<file path="src/rtl/uart_pkg.sv">
// Shared definitions for the UART transmit arbiter: serializer states, data width,
// line idle level and the parity helper.
package uart_pkg;

    localparam int   UART_DATA_W   = 8;
    localparam logic UART_IDLE_LVL = 1'b1;

    typedef enum logic [2:0] {
        ST_IDLE   = 3'd0,
        ST_ALIGN  = 3'd1,
        ST_START  = 3'd2,
        ST_DATA   = 3'd3,
        ST_PARITY = 3'd4,
        ST_STOP   = 3'd5
    } uart_state_e;

    // Even parity: the parity bit makes the total count of ones even.
    function automatic logic uart_even_parity(input logic [UART_DATA_W-1:0] data);
        return ^data;
    endfunction

endpackage

</file>
<file path="src/rtl/uart_rr_pick.sv">
// Combinational round-robin picker: the first set request at or after rr_ptr,
// searching upward and wrapping, reported as a one-hot grant plus its index.
module uart_rr_pick #(
    parameter int NUM_REQ = 4,
    parameter int ID_W    = 2
) (
    input  logic [NUM_REQ-1:0] req,
    input  logic [ID_W-1:0]    rr_ptr,
    output logic [NUM_REQ-1:0] grant,
    output logic [ID_W-1:0]    grant_idx,
    output logic               req_any
);

    logic [NUM_REQ-1:0] rot_s;
    logic [ID_W-1:0]    off_s;
    logic [ID_W:0]      sum_s;

    // Rotate so rr_ptr sits at bit 0, take the lowest set bit, then map back.
    always_comb begin
        rot_s = NUM_REQ'({req, req} >> rr_ptr);
        off_s = '0;
        for (int k = NUM_REQ - 1; k >= 0; k--) begin
            off_s = rot_s[k] ? ID_W'(k) : off_s;
        end
        sum_s     = {1'b0, rr_ptr} + {1'b0, off_s};
        grant_idx = (sum_s >= (ID_W+1)'(NUM_REQ)) ? ID_W'(sum_s - (ID_W+1)'(NUM_REQ))
                                                  : ID_W'(sum_s);
        req_any   = |req;
    end

    // Expand the winning index into the one-hot grant vector.
    always_comb begin
        grant = '0;
        for (int i = 0; i < NUM_REQ; i++) begin
            grant[i] = req_any && (grant_idx == ID_W'(i));
        end
    end

endmodule

</file>
<file path="src/rtl/uart_tx_arbiter.sv">
// Round-robin arbiter sharing one UART TX line between NUM_REQ byte producers.
// Frames are 8N1; defining UART_TX_PARITY_EN inserts an even parity bit (8E1).
module uart_tx_arbiter
    import uart_pkg::*;
#(
    parameter int NUM_REQ = 4,
    parameter int ID_W    = 2
) (
    input  logic                  clock,
    input  logic                  reset,
    input  logic                  uart_tick,
    input  logic [NUM_REQ-1:0]    req_valid,
    input  logic [8*NUM_REQ-1:0]  req_data,
    output logic [NUM_REQ-1:0]    req_ready,
    output logic [ID_W-1:0]       grant_id,
    output logic                  busy,
    output logic                  tx
);

    uart_state_e            state_r;
    logic [ID_W-1:0]        rr_ptr_r;
    logic [ID_W-1:0]        grant_id_r;
    logic [UART_DATA_W-1:0] shift_r;
    logic [2:0]             bit_cnt_r;
    logic                   busy_r;
    logic                   tx_r;
`ifdef UART_TX_PARITY_EN
    logic                   parity_r;
`endif

    logic [NUM_REQ-1:0]     pick_onehot_s;
    logic [ID_W-1:0]        pick_idx_s;
    logic                   pick_any_s;
    logic [ID_W-1:0]        next_ptr_s;
    logic [UART_DATA_W-1:0] win_data_s;

    uart_rr_pick #(
        .NUM_REQ (NUM_REQ),
        .ID_W    (ID_W)
    ) u_pick (
        .req       (req_valid),
        .rr_ptr    (rr_ptr_r),
        .grant     (pick_onehot_s),
        .grant_idx (pick_idx_s),
        .req_any   (pick_any_s)
    );

    // Select the winner's byte and the pointer value that follows it.
    always_comb begin
        win_data_s = '0;
        for (int i = 0; i < NUM_REQ; i++) begin
            win_data_s = win_data_s | (req_data[8*i +: 8] & {UART_DATA_W{pick_onehot_s[i]}});
        end
        next_ptr_s = (pick_idx_s == ID_W'(NUM_REQ - 1)) ? '0 : pick_idx_s + ID_W'(1);
    end

    // Accept strobe: only in IDLE and never while reset is being applied.
    always_comb begin
        if (!reset && (state_r == ST_IDLE)) begin
            req_ready = pick_onehot_s;
        end else begin
            req_ready = '0;
        end
    end

    // Serializer FSM; every bit change follows a uart_tick so bit periods stay whole.
    always_ff @(posedge clock) begin
        if (reset) begin
            state_r    <= ST_IDLE;
            rr_ptr_r   <= '0;
            grant_id_r <= '0;
            shift_r    <= '0;
            bit_cnt_r  <= 3'd0;
            busy_r     <= 1'b0;
            tx_r       <= UART_IDLE_LVL;
`ifdef UART_TX_PARITY_EN
            parity_r   <= 1'b0;
`endif
        end else begin
            case (state_r)
                ST_IDLE: begin
                    if (pick_any_s) begin
                        shift_r    <= win_data_s;
                        grant_id_r <= pick_idx_s;
                        rr_ptr_r   <= next_ptr_s;
                        busy_r     <= 1'b1;
                        state_r    <= ST_ALIGN;
`ifdef UART_TX_PARITY_EN
                        parity_r   <= uart_even_parity(win_data_s);
`endif
                    end
                end
                ST_ALIGN: begin
                    if (uart_tick) begin
                        tx_r    <= 1'b0;
                        state_r <= ST_START;
                    end
                end
                ST_START: begin
                    if (uart_tick) begin
                        tx_r      <= shift_r[0];
                        bit_cnt_r <= 3'd0;
                        state_r   <= ST_DATA;
                    end
                end
                ST_DATA: begin
                    if (uart_tick) begin
                        shift_r   <= {1'b0, shift_r[UART_DATA_W-1:1]};
                        bit_cnt_r <= bit_cnt_r + 3'd1;
                        if (bit_cnt_r == 3'd7) begin
`ifdef UART_TX_PARITY_EN
                            tx_r    <= parity_r;
                            state_r <= ST_PARITY;
`else
                            tx_r    <= UART_IDLE_LVL;
                            state_r <= ST_STOP;
`endif
                        end else begin
                            tx_r <= shift_r[1];
                        end
                    end
                end
`ifdef UART_TX_PARITY_EN
                ST_PARITY: begin
                    if (uart_tick) begin
                        tx_r    <= UART_IDLE_LVL;
                        state_r <= ST_STOP;
                    end
                end
`endif
                ST_STOP: begin
                    if (uart_tick) begin
                        busy_r  <= 1'b0;
                        tx_r    <= UART_IDLE_LVL;
                        state_r <= ST_IDLE;
                    end
                end
                default: begin
                    busy_r  <= 1'b0;
                    tx_r    <= UART_IDLE_LVL;
                    state_r <= ST_IDLE;
                end
            endcase
        end
    end

    assign grant_id = grant_id_r;
    assign busy     = busy_r;
    assign tx       = tx_r;

endmodule

</file>
<file path="config.mk">
export PLATFORM = sky130hd
export DESIGN_NAME = uart_tx_arbiter
export DESIGN_NICKNAME = d
export VERILOG_FILES = /design/src/rtl/uart_pkg.sv /design/src/rtl/uart_rr_pick.sv /design/src/rtl/uart_tx_arbiter.sv
export SDC_FILE = /design/constraint.sdc
export NUM_CORES = 1
export LEC_CHECK = 0
export BUFFER_PORTS_ARGS = -buffer_cell sky130_fd_sc_hd__buf_2
export CAP_MARGIN = 10
export CORE_MARGIN = 1.5
export CORE_UTILIZATION = 47
export DETAILED_ROUTE_END_ITERATION = 6
export PLACE_DENSITY = 0.78
export SLEW_MARGIN = 10
export SYNTH_ARGS = -nofsm -noshare
export SYNTH_HDL_FRONTEND = slang
export SYNTH_SLANG_ARGS = --single-unit
</file>
<file path="constraint.sdc">
create_clock -name clock -period 3.1 [get_ports clock]
set_input_delay 0.31 -clock clock [delete_from_list [all_inputs] [get_ports clock]]
set_output_delay 0.31 -clock clock [all_outputs]
set_load 0.02 [all_outputs]
</file>
# [Yosys cells after proc, flatten, opt, wreduce, memory -nomap -nowiden]
# Cells that the tools add are included.
[word_totals] wordCells=81 ff_bits=20
[classes] shifts=1 n_mux=27 n_reduce_logical=18 add_sub_neg=4 bitwise=9 order_cmp=1 n_eq_ne=14
[op_table] operator="$and A8 B8 Y8" n=4
[op_table] operator="$or A8 B8 Y8" n=3
[op_table] operator="$mux W3" n=7
[op_table] operator="$mux W8" n=2
[op_table] operator="$pmux W8 S2" n=1
[op_table] operator="$pmux W3 S5" n=1
[op_table] operator="$mux W2" n=6
[op_table] operator="$ne A2 B2 Y1 const B" n=5
[op_table] operator="$reduce_and A3 Y1" n=3
[op_table] operator="$shr A8 B2 Y4" n=1
[op_table] operator="$eq A3 B2 Y1 const B" n=2
[op_table] operator="$eq A3 B3 Y1 const B" n=2
[op_table] operator="$mux W1" n=6
[op_table] operator="$pmux W3 S2" n=1
[op_table] operator="$reduce_and A6 Y1" n=1
[op_table] operator="$logic_and A1 B1 Y1" n=5
[op_table] operator="$pmux W1 S5" n=1
[op_table] operator="$reduce_and A5 Y1" n=1
[op_table] operator="$eq A2 B2 Y1 const B" n=2
[op_table] operator="$mux W4" n=1
[op_table] operator="$reduce_bool A2 Y1" n=2
[op_table] operator="$reduce_or A4 Y1" n=1
[op_table] operator="$add A2 B2 Y3" n=1
[op_table] operator="$add A3 B1 Y3 const B" n=1
[op_table] operator="other kinds (13)" n=14

# [Longest topological paths before layout]
[depth] depth_word=16 ltp_mapped=17 depth_no_buf=14

# [Hierarchy]
# A second synthesis with hierarchy kept.
[hier_totals] hier_cells=177 area_unflattened_um2=1480.2
[modules_own_cells] mod="uart_tx_arbiter" cells_each=135 instances=1 area_each_um2=1153.6
[modules_own_cells] mod="uart_rr_pick" cells_each=42 instances=1 area_each_um2=326.6

# [Least setup slack after synthesis]
# No wires, ideal clock.
[synth_timing] path_type="reg-to-output" from="register rr_ptr_r[0]" to="output req_ready[3]" path_stages_with_launch=16 arrival_ns=3.111 slack_ns=-0.321 cell_sequence="dfxtp_1 -> buf_6 -> nor2b_1 -> a221oi_1 -> a31oi_1 -> a211o_1 -> ha_1 -> xnor2_1 -> and3_4 -> or2_2 -> buf_2 -> inv_1 -> ha_1 -> nor2b_1 -> clkbuf_1 -> nor2b_1"
[synth_between] elab_chain_len=11
[synth_rtl] element="from (decl)" line="uart_tx_arbiter.sv:21" rtl="logic [ID_W-1:0] rr_ptr_r;"
[synth_rtl] element="from (signal assigned)" line="uart_tx_arbiter.sv:85" rtl="rr_ptr_r <= next_ptr_s;"
[synth_rtl] element="$shr A8 B2 Y4" line="uart_rr_pick.sv:20" rtl="rot_s = NUM_REQ'({req, req} >> rr_ptr);"
[synth_rtl] element="$mux W2 (4 in series)" line="uart_rr_pick.sv:23" rtl="off_s = rot_s[k] ? ID_W'(k) : off_s;"
[synth_rtl] element="$add A2 B2 Y3 (*)" line="uart_rr_pick.sv:25" rtl="sum_s = {1'b0, rr_ptr} + {1'b0, off_s};"
[synth_rtl] element="$ge A3 B3 Y1 / $sub A2 B1 Y2 (equally long branches)" line="uart_rr_pick.sv:26" rtl="grant_idx = (sum_s >= (ID_W+1)'(NUM_REQ)) ? ID_W'(sum_s - (ID_W+1)'(NUM_REQ))"
[synth_rtl] element="$mux W2 (*)" line="uart_rr_pick.sv:26"
[synth_rtl] element="$eq A2 B2 Y1 (*)" line="uart_rr_pick.sv:35" rtl="grant[i] = req_any && (grant_idx == ID_W'(i));"
[synth_rtl] element="$logic_and A1 B1 Y1 (*)" line="uart_rr_pick.sv:35"
[synth_rtl] element="$mux W4 (*)" line="uart_tx_arbiter.sv:59" rtl="if (!reset && (state_r == ST_IDLE)) begin"
[synth_rtl] element="to (decl)" line="uart_tx_arbiter.sv:14" rtl="output logic [NUM_REQ-1:0] req_ready,"
# Every way passes the cells marked *; elsewhere a longest branch is shown, timed or not.

# [Worst setup path after layout]
# Ends and elaborated chain as after synthesis.

==> flow_summary.toml <==
[drt]
topRoutingLayerUsed = "met4"
dr_wl_met2_um = 2180
route.met3.wl_um = 376
wl_met1_um = 1970
drt_iter0_drc = 212
drtPass1Iterations = 5
final_antenna_net_count = 0
vias = 1968
routedWlPerCell_um = 14.4
vias_per_cell = 6.17
wirelength_um = 4600
post-route-drc-count = 0

[place]
place_inst = 311
io_buffers = 46
place.gp.congestion = 0.816
place_hpwl_um = 3260
postPlaceCellArea_um2 = 1930

[cts]
tritoncts = "done"
root_buffer = "clkbuf_4"
cts_buffers = 3
h-tree-depth = 1
clk_pin_slew_ns = 0.12
cts_sinks = 20
clk_latency_ns = 0.30
holdBufCountCts = 0
cts_max_path_buffers = 2

[cells_and_area]
area_growth_pct = 23.4
final_cell_area_um2 = 2050
drive_gt1_share_pct = 28.6
finalNonFillerCells = 319
final_nets = 317
n_antenna_cell = 0

[grt]
grt_first_pass_wirelength_um = 7480
grt_usage_pct = 22.9
antenna_found_initial = 0
grt_pass1_vias = 1650
overflow = 0
grt_max_degree = 24

[setup_path]
slowest_stage = "dfxtp_4"
crit_path_start_kind = "register"
crit_path_end_kind = "output port"
crit-reg2reg-launch = "rr_ptr_r[0]"
cp_top_family = "simple AND/OR/NAND/NOR gates"
worst-setup-path-type = "register to output port"
path_buf_inv = 3
crit_fanout = 5
cp_cell_sequence = "nor2b_4 -> a221oi_2 -> a31oi_1 -> a211o_1 -> ha_4 -> xnor2_4 -> and3_4 -> or2_4 -> inv_4 -> ha_4 -> nor2b_1 -> buf_4 -> nor2b_4 -> buf_6"
r2r_setup_slack_ns = 0.07
setup.worst_path.start = "rr_ptr_r[0]"
crit_cells = 14
r2r_end = "shift_r[0]"
worstRegToRegCells = 16
max_stage_delay_ns = 0.38
cp.required_ns = 2.79
crit_arrival_ns = 2.79
setup.worst_path.end = "req_ready[3]"

[floorplan]
die_h_um = 62.4
fp-row-count = 21
start_util_pct = 49.3
core_um2 = 3360
ioPinCount = 47
fp.dieW_um = 62.4
fp.dieArea_um2 = 3900

[logic_synthesis]
ys_seq_area_share_pct = 24.1
yosysWarnings = 0
syn_area_um2 = 1660
ys_ff_latch = 20
synthCells = 235
synth_nets = 278
avgSynthCellArea_um2 = 7.06
yosysUniqueCellTypes = 45

[sta]
clock_skew_ns = 0.00516
fmaxAchievable_ghz = 0.322
fin_crit_ns = 3.10
max_slew.worst_pin.slew_ns = 0.565
setup_viol = 1
period_share_pct = 100
post-route-worst-setup-slack_ns = -0.00332
hold_violations = 0
rsz0062_at_grt = "yes"
fin_setup_tns_ns = -0.00332
slew_violations = 0
relSlewSlack_pct = 62.3

[power]
p_per_area_nw_per_um2 = 810
peakVddDrop_mv = 0.761
p_leak_nw = 0.820

[run]
max_cap_violations = 0

[outcome]
run_status = "complete, but fails checks"
violations = "setup timing"

[hold_path]
hold_class = "input port to register"
## tightest hold or removal path: stages
cell,delay (ns)
buf_2,0.11
nand4_1,0.07
a31oi_1,0.07
## worst min-delay path by stage
stage,startpoint,slack [ns],depth (start not counted),end
detailed placement,grant_id[0],0.45,2,grant_id[0]
floorplan,bit_cnt_r[1],0.44,2,bit_cnt_r[1]
global route,req_data[11],0.31,3,shift_r[3]
global placement,bit_cnt_r[1],0.45,2,bit_cnt_r[1]
finish,req_data[11],0.29,3,shift_r[3]
CTS,req_data[11],0.29,3,shift_r[3]
## Yosys cell counts
master	number	area, um2
xnor2_1	1	8.76
nor3b_1	2	15.0
a221oi_1	2	17.5
dfxtp_1	20	400
nor4_1	5	31.3
nor4_2	1	12.5
o32ai_1	1	8.76
buf_2	4	20.0
o31a_1	1	8.76
or4_1	1	7.51
a22o_1	1	8.76
a211oi_1	1	7.51
nand4_1	3	18.8
nand3b_1	1	7.51
xor2_1	1	8.76
a311oi_1	7	61.3
nor2b_1	12	75.1
o21ai_0	3	15.0
or2_2	2	12.5
a21oi_2	1	8.76
a221o_1	6	60.1
ha_1	4	50.1
or3b_1	1	8.76
nand3_1	1	5.00
nor4b_1	1	8.76
nor3_1	17	85.1
a211o_1	3	26.3
nor2_1	30	113
o211ai_1	2	15.0
nand2b_1	2	12.5
buf_6	2	22.5
a31oi_1	24	150
and2_1	2	12.5
o2111ai_1	2	17.5
and3_4	1	11.3
or3_1	1	6.26
nand2_1	23	86.3
buf_4	3	22.5
o21a_1	1	7.51
a32oi_1	1	8.76
and4_1	1	8.76
a21oi_1	19	95.1
o21bai_1	1	7.51
clkbuf_1	15	56.3
inv_1	2	7.51
## where the power goes
group / internal, mW / switching [mW] / total (mW)
Clock: 0.0717 / 0.0818 / 0.153
Sequential: 0.331 / 0.0750 / 0.406
Combinational: 0.476 / 0.622 / 1.10
Total: 0.879 / 0.779 / 1.66
## sequential cells by signal, indices dropped and copies added (netlist names)
signal     count
tx             1
busy           1
shift_r        8
bit_cnt_r      3
state_r        3
grant_id       2
rr_ptr_r       2
## cells by family (layout without fill, tap and decap cells)
group / count (synthesis) / count (layout) / synth area share [%]
simple gates: 107 / 107 / 32.4
compound gates: 76 / 76 / 31.6
buf+inv: 26 / 64 / 7.77
flops: 20 / 20 / 24.1
fa+ha+maj: 4 / 4 / 3.02
xor+xnor: 2 / 2 / 1.06
## metrics by stage
stage	power (mW)	hold WS, ns	util [%]	worst slack (ns)
after floorplan	1.21	0.436	-	0.0213
after global placement	1.39	0.446	57.5	0.123
after detailed placement	1.40	0.449	57.5	0.0400
after CTS	1.63	0.285	60.4	-0.0289
after global routing	1.78	0.308	60.9	-0.132
final	1.66	0.287	60.9	-0.00332
## layout by cell type, fill, tap and decap left out, types with 3 or more instances in the layout
cell      count
a211o_1       3
a21oi_1      18
a221o_1       6
a311oi_1      7
a31oi_1      24
buf_2        44
buf_4        13
clkbuf_4      3
dfxtp_1      19
nand2_1      23
nand4_1       3
nor2_1       29
nor2b_1      10
nor3_1       17
nor4_1        4
o21ai_0       3
## timing repair
item                                    CTS  global route
pin swaps                                 5             5
hold endpoints to repair                  0             0
endpoints found under the setup margin    2            12
gates resized for setup                   7             3
setup buffers                             3             1
## metal layers
layer	up-vias	global-route usage [%]
met5	-	0
met4	0	6.67
li1	972	-
met1	886	33.5
met3	6	1.26
met2	104	36.3
## layout make-up
| class | instances | area [um2] |
|---|---|---|
| fillers | 330 | 1320 |
| multi-input cells | 189 | 1210 |
| flip-flops and latches | 20 | 404 |
| repair buffers | 58 | 329 |
| well taps | 46 | 57.6 |
| clock buffers | 4 | 36.3 |
| inverters | 2 | 10.0 |
Note: power is estimated with default switching activity, not from simulation.
